<file path="config.mk">
export PLATFORM = sky130hd
export DESIGN_NAME = clk_div_gen
export DESIGN_NICKNAME = d
export VERILOG_FILES = /design/src/rtl/clk_div_gen.sv
export SDC_FILE = /design/constraint.sdc
export NUM_CORES = 1
export LEC_CHECK = 0
export CORE_MARGIN = 2
export CORE_UTILIZATION = 41
export CTS_BUF_LIST = sky130_fd_sc_hd__clkbuf_4
export DETAILED_ROUTE_END_ITERATION = 12
export GPL_TIMING_DRIVEN = 0
export PLACE_DENSITY = 0.72
export SETUP_SLACK_MARGIN = 0.05
export SLEW_MARGIN = 20
export SYNTH_ARGS = -nofsm -noshare
export SYNTH_HDL_FRONTEND = slang
export SYNTH_SLANG_ARGS = --single-unit
</file>
<file path="constraint.sdc">
create_clock -name clk -period 5.5 [get_ports clk]
set_input_delay 1.1 -clock clk [delete_from_list [all_inputs] [get_ports clk]]
set_output_delay 1.1 -clock clk [all_outputs]
set_load 0.005 [all_outputs]
</file>
<file path="src/rtl/clk_div_gen.sv">
// clk_div_gen: run-time programmable clock divider producing a duty-controlled
// clk_out, a per-period tick strobe and glitch-free reconfiguration at wraps.
module clk_div_gen #(
  parameter int CNT_W    = 16,
  parameter int DEF_DIV  = 250,
  parameter int DEF_HIGH = 125
) (
  input  logic             clk,
  input  logic             rst,
  input  logic             en,
  input  logic             sync,
  input  logic             load,
  input  logic [CNT_W-1:0] div_in,
  input  logic [CNT_W-1:0] high_in,
  output logic             clk_out,
  output logic             tick,
  output logic             cfg_ack,
  output logic [CNT_W-1:0] cnt_out
);

  localparam logic [CNT_W-1:0] ONE      = CNT_W'(1);
  localparam logic [CNT_W-1:0] MIN_DIV  = CNT_W'(2);
  localparam logic [CNT_W-1:0] RST_DIV  = CNT_W'(DEF_DIV);
  localparam logic [CNT_W-1:0] RST_HIGH = CNT_W'(DEF_HIGH);

  logic [CNT_W-1:0] cnt_q, cnt_d;
  logic [CNT_W-1:0] div_q, div_d;
  logic [CNT_W-1:0] high_q, high_d;
  logic [CNT_W-1:0] shd_div_q, shd_div_d;
  logic [CNT_W-1:0] shd_high_q, shd_high_d;
  logic             pend_q, pend_d;
  logic             clk_out_q, clk_out_d;
  logic             tick_q, tick_d;
  logic             ack_q, ack_d;

  logic [CNT_W-1:0] eff_div, eff_high;
  logic             wrap, boundary;

  // Clamp requests so every period has at least two cycles and one low cycle.
  always_comb begin
    eff_div  = (div_in < MIN_DIV) ? MIN_DIV : div_in;
    eff_high = (high_in > (eff_div - ONE)) ? (eff_div - ONE) : high_in;
  end

  always_comb begin
    // NOTE: every signal gets a default first, so no branch can leave one unassigned and infer a latch.
    cnt_d      = cnt_q;
    div_d      = div_q;
    high_d     = high_q;
    shd_div_d  = shd_div_q;
    shd_high_d = shd_high_q;
    pend_d     = pend_q;
    ack_d      = 1'b0;

    wrap     = en && !sync && (cnt_q == (div_q - ONE));
    boundary = sync || wrap;
    tick_d   = wrap;

    if (load) begin
      shd_div_d  = eff_div;
      shd_high_d = eff_high;
      pend_d     = 1'b1;
    end

    if (sync || wrap) begin
      cnt_d = '0;
    end else if (en) begin
      cnt_d = cnt_q + ONE;
    end

    // The shadow next-value already includes a same-cycle load, so it is forwarded.
    if (boundary && (pend_q || load)) begin
      div_d  = shd_div_d;
      high_d = shd_high_d;
      pend_d = 1'b0;
      ack_d  = 1'b1;
    end

    // Evaluated on next count and next config so the registered output always
    // equals (cnt >= div-high) for the values visible alongside it.
    clk_out_d = (cnt_d >= (div_d - high_d));
  end

  // NOTE: sequential state uses non-blocking assignments so all registers update from the same pre-edge values.
  always_ff @(posedge clk or negedge rst) begin
    if (!rst) begin
      cnt_q      <= '0;
      div_q      <= RST_DIV;
      high_q     <= RST_HIGH;
      shd_div_q  <= RST_DIV;
      shd_high_q <= RST_HIGH;
      pend_q     <= 1'b0;
      clk_out_q  <= 1'b0;
      tick_q     <= 1'b0;
      ack_q      <= 1'b0;
    end else begin
      cnt_q      <= cnt_d;
      div_q      <= div_d;
      high_q     <= high_d;
      shd_div_q  <= shd_div_d;
      shd_high_q <= shd_high_d;
      pend_q     <= pend_d;
      clk_out_q  <= clk_out_d;
      tick_q     <= tick_d;
      ack_q      <= ack_d;
    end
  end

  assign clk_out = clk_out_q;
  assign tick    = tick_q;
  assign cfg_ack = ack_q;
  assign cnt_out = cnt_q;

endmodule

</file>
==> metrics.yaml <==
detailed_routing:
  finalWirelength_um: 15700
  ant_nets: 0
  vias: 4769
  drc: 0
  dr.first_iter.drc_count: 319
  drt_pre_antenna_iters: 4
  vias_per_cell: 5.49
  post_drt_wl_per_cell_um: 18.1
global_route:
  antenna_found_initial: 0
  overflow: 0
  grt_pass1_wl_um: 24000
  grt.total_usage_pct: 20.7
  first_global_vias: 4854
  grt_max_degree: 63
yosys:
  synth.top_cells.by_count: "60 x dfrtp_1, 56 x nor2_1, 50 x ha_1"
  synth.most_common_cell: "dfrtp_1"
  ys_seq_area_share_pct: 37.2
  ys.flop_type: "dfrtp_1"
  ys_ff_latch: 84
  synthesis.area_sq_um: 5730
  post_synth_num_cell_types: 55
  synth.avg_cell_area_sq_um: 10.1
  yosysWarningCount: 0
  synth_top_area_share_pct: 26.2
  synthArstFlopShare_pct: 100
  syn-num-nets: 657
  synthTopCellsByArea: "dfrtp_1 26%, dfstp_2 11%, ha_1 11%"
  synth_top_cell_by_area: "dfrtp_1"
  synthCells: 569
  synth_edf_count: 0
floorplan:
  start_util_pct: 41.6
  dieArea_sq_um: 14900
  coreArea_sq_um: 13800
  die_x_um: 122
  pin_count: 56
  rows: 43
  chipHeight_um: 122
worst_setup_path:
  crit_top_cell: "a21oi_2"
  cp.arrival_ns: 8.36
  critPathRequiredTime_ns: 5.86
  worstSetupStartpointType: "input port"
  critPathTopFamily: "simple AND/OR/NAND/NOR gates"
  setup.worst_path.end_class: "register"
  criticalPathCategory: "input port to register"
  reg2reg_from: "div_q[0]$_DFF_PN0_"
  slowest_delay_ns: 0.55
  cp_num_buf_inv: 3
  ff2ff_path_depth: 26
  r2r_setup_slack_ns: -1.25
  crit_slowest_cell: "or4_4"
  timing.rr.end: "clk_out$_DFF_PN0_"
  crit_fanout: 4
timing:
  rsz0062_at_grt: "yes"
  setup_slack_ns: -2.50
  tightest_slew_ns: 0.725
  hold_viol_final: 0
  post-route-period-util_pct: 146
  fmax_mhz: 125
  period_needed_ns: 8.00
  fin_skew_ns: 0.0144
  slew_headroom_pct: 51.5
  drv_slew: 0
  final-setup-viol-count: 21
  worst_hold_slack_ns: 0.516
clocking:
  clk_path_buf_depth: 2
  cts_sinks: 84
  cts_inserted_buffers: 9
  insertion_delay_ns: 0.46
  cts_root_buf: "clkbuf_4"
  cts_tree: "done"
  path_clk_slew_ns: 0.14
  htree_levels: 3
place:
  place_hpwl_um: 10500
  io_buffers: 54
  gp_congestion: 0.900
power_and_ir_drop:
  peakVddDrop_mv: 0.111
  total_power_uw: 2250
  p_per_area_nw_per_um2: 296
  power_leakage_uw: 0.00320
final_layout:
  drive_above_1_share_pct: 32.8
  seq_area_sq_um: 2130
  fin_nets: 771
  fillCellCount: 1183
  multi_input_area_sq_um: 3940
  antenna_cells: 0
  area_growth_pct: 32.7
flow_run:
  drv_cap: 0
status:
  violations: "setup timing"
  status: "complete, but fails checks"
worst_hold_path:
  hold_path_class: "input port to async pin"
-- per-layer routing --
layer	part of all wire, %	wire [um]	vias up	track usage, %
li1	-	-	2261	-
met1	46	7210	2312	26.7
met2	47	7430	163	34.5
met3	4.1	640	33	2.65
met4	2.7	431	0	9.34
met5	0	0	-	0
-- kinds of logic (layout without fill, tap and decap cells) --
group           count (synthesis)  after routing  synth area share, %
buf+inv                        43            162                 3.34
compound gates                 88             88                 10.1
mux                            70             70                 13.3
xor+xnor                       63             63                 9.63
simple gates                  170            170                 15.2
fa+ha+maj                      51             51                 11.3
flops                          84             84                 37.2
-- stage by stage --
stage	util, %	cells	instance area (sq um)	setup slack (ns)	setup TNS, ns
global route	55.2	868	7600	-2.79	-10.66
detailed placement	47.9	804	6600	-3.95	-36.27
CTS	52.6	855	7240	-2.43	-2.71
global placement	47.7	803	6570	-3.72	-32.52
finish	55.2	868	7600	-2.50	-6.43
floorplan	-	569	5810	-2.35	-2.59
-- sequential cells by signal, indices dropped and copies added (netlist names) --
signal,count
high_q,16
shd_high_q,16
cnt_out,16
shd_div_q,16
tick,1
pend_q,1
div_q,16
clk_out,1
cfg_ack,1
-- cell usage in the layout (no fill, tap or decap), types with 11 or more instances in the layout --
cell,instances
dfrtp_1,60
xnor2_1,26
mux2_2,39
nand3_1,12
mux2i_1,11
nand2_1,24
nand2b_1,11
dfstp_2,24
clkdlybuf4s50_1,44
inv_1,24
a21oi_1,25
ha_1,45
nor2_1,45
xor2_1,33
buf_4,48
o21ai_0,11
-- layout make-up --
cell class	instances	area share, %
multi-input cells	442	51.8
flip-flops and latches	84	28.0
repair buffers	103	12.4
well taps	180	2.96
plain buffers	17	1.65
inverters	26	1.28
clock buffers	10	0.987
clock inverters	6	0.856
-- what timing repair did --
item | CTS | global route
setup buffers | 35 | 15
pin swaps | 32 | 37
hold buffers | 0 | 0
resized for setup | 81 | 49
setup endpoints to repair | 33 | 32
-- worst register-to-register path: stages, from the launching register on --
cell and delay, ns:
dfrtp_1 0.51, nor2_1 0.41, nand2_2 0.13, xnor2_1 0.15
a2111oi_0 0.55, o2111ai_1 0.36, o41ai_4 0.78, o21a_1 0.22
buf_4 0.14, buf_6 0.22, mux2i_1 0.39, ha_4 0.20
inv_2 0.03, fa_2 0.33, a21o_1 0.20, a21oi_4 0.15
nor2b_1 0.07, o21ai_2 0.15, a21oi_2 0.08, a211o_1 0.30
a31o_2 0.26, a21oi_2 0.14, xor2_1 0.22, ha_1 0.28
a21o_1 0.20, a21oi_2 0.12, o21ai_1 0.07
-- report_power, final --
part	switching, uW	internal, uW
Combinational	560	515
Clock	228	143
Sequential	76.9	732
Total	865	1390
-- worst max path at each step --
| stage | to | start | cells after the start | slack, ns |
|---|---|---|---|---|
| final | clk_out$_DFF_PN0_ | div_in[12] | 38 | -2.50 |
| after global routing | clk_out$_DFF_PN0_ | div_in[12] | 38 | -2.79 |
| after CTS | clk_out$_DFF_PN0_ | div_in[13] | 36 | -2.43 |
| after detailed placement | clk_out$_DFF_PN0_ | div_in[12] | 35 | -3.95 |
| after global placement | clk_out$_DFF_PN0_ | div_in[12] | 35 | -3.72 |
| after floorplan | clk_out$_DFF_PN0_ | div_in[12] | 35 | -2.35 |
(Power assumes the default switching activity.)
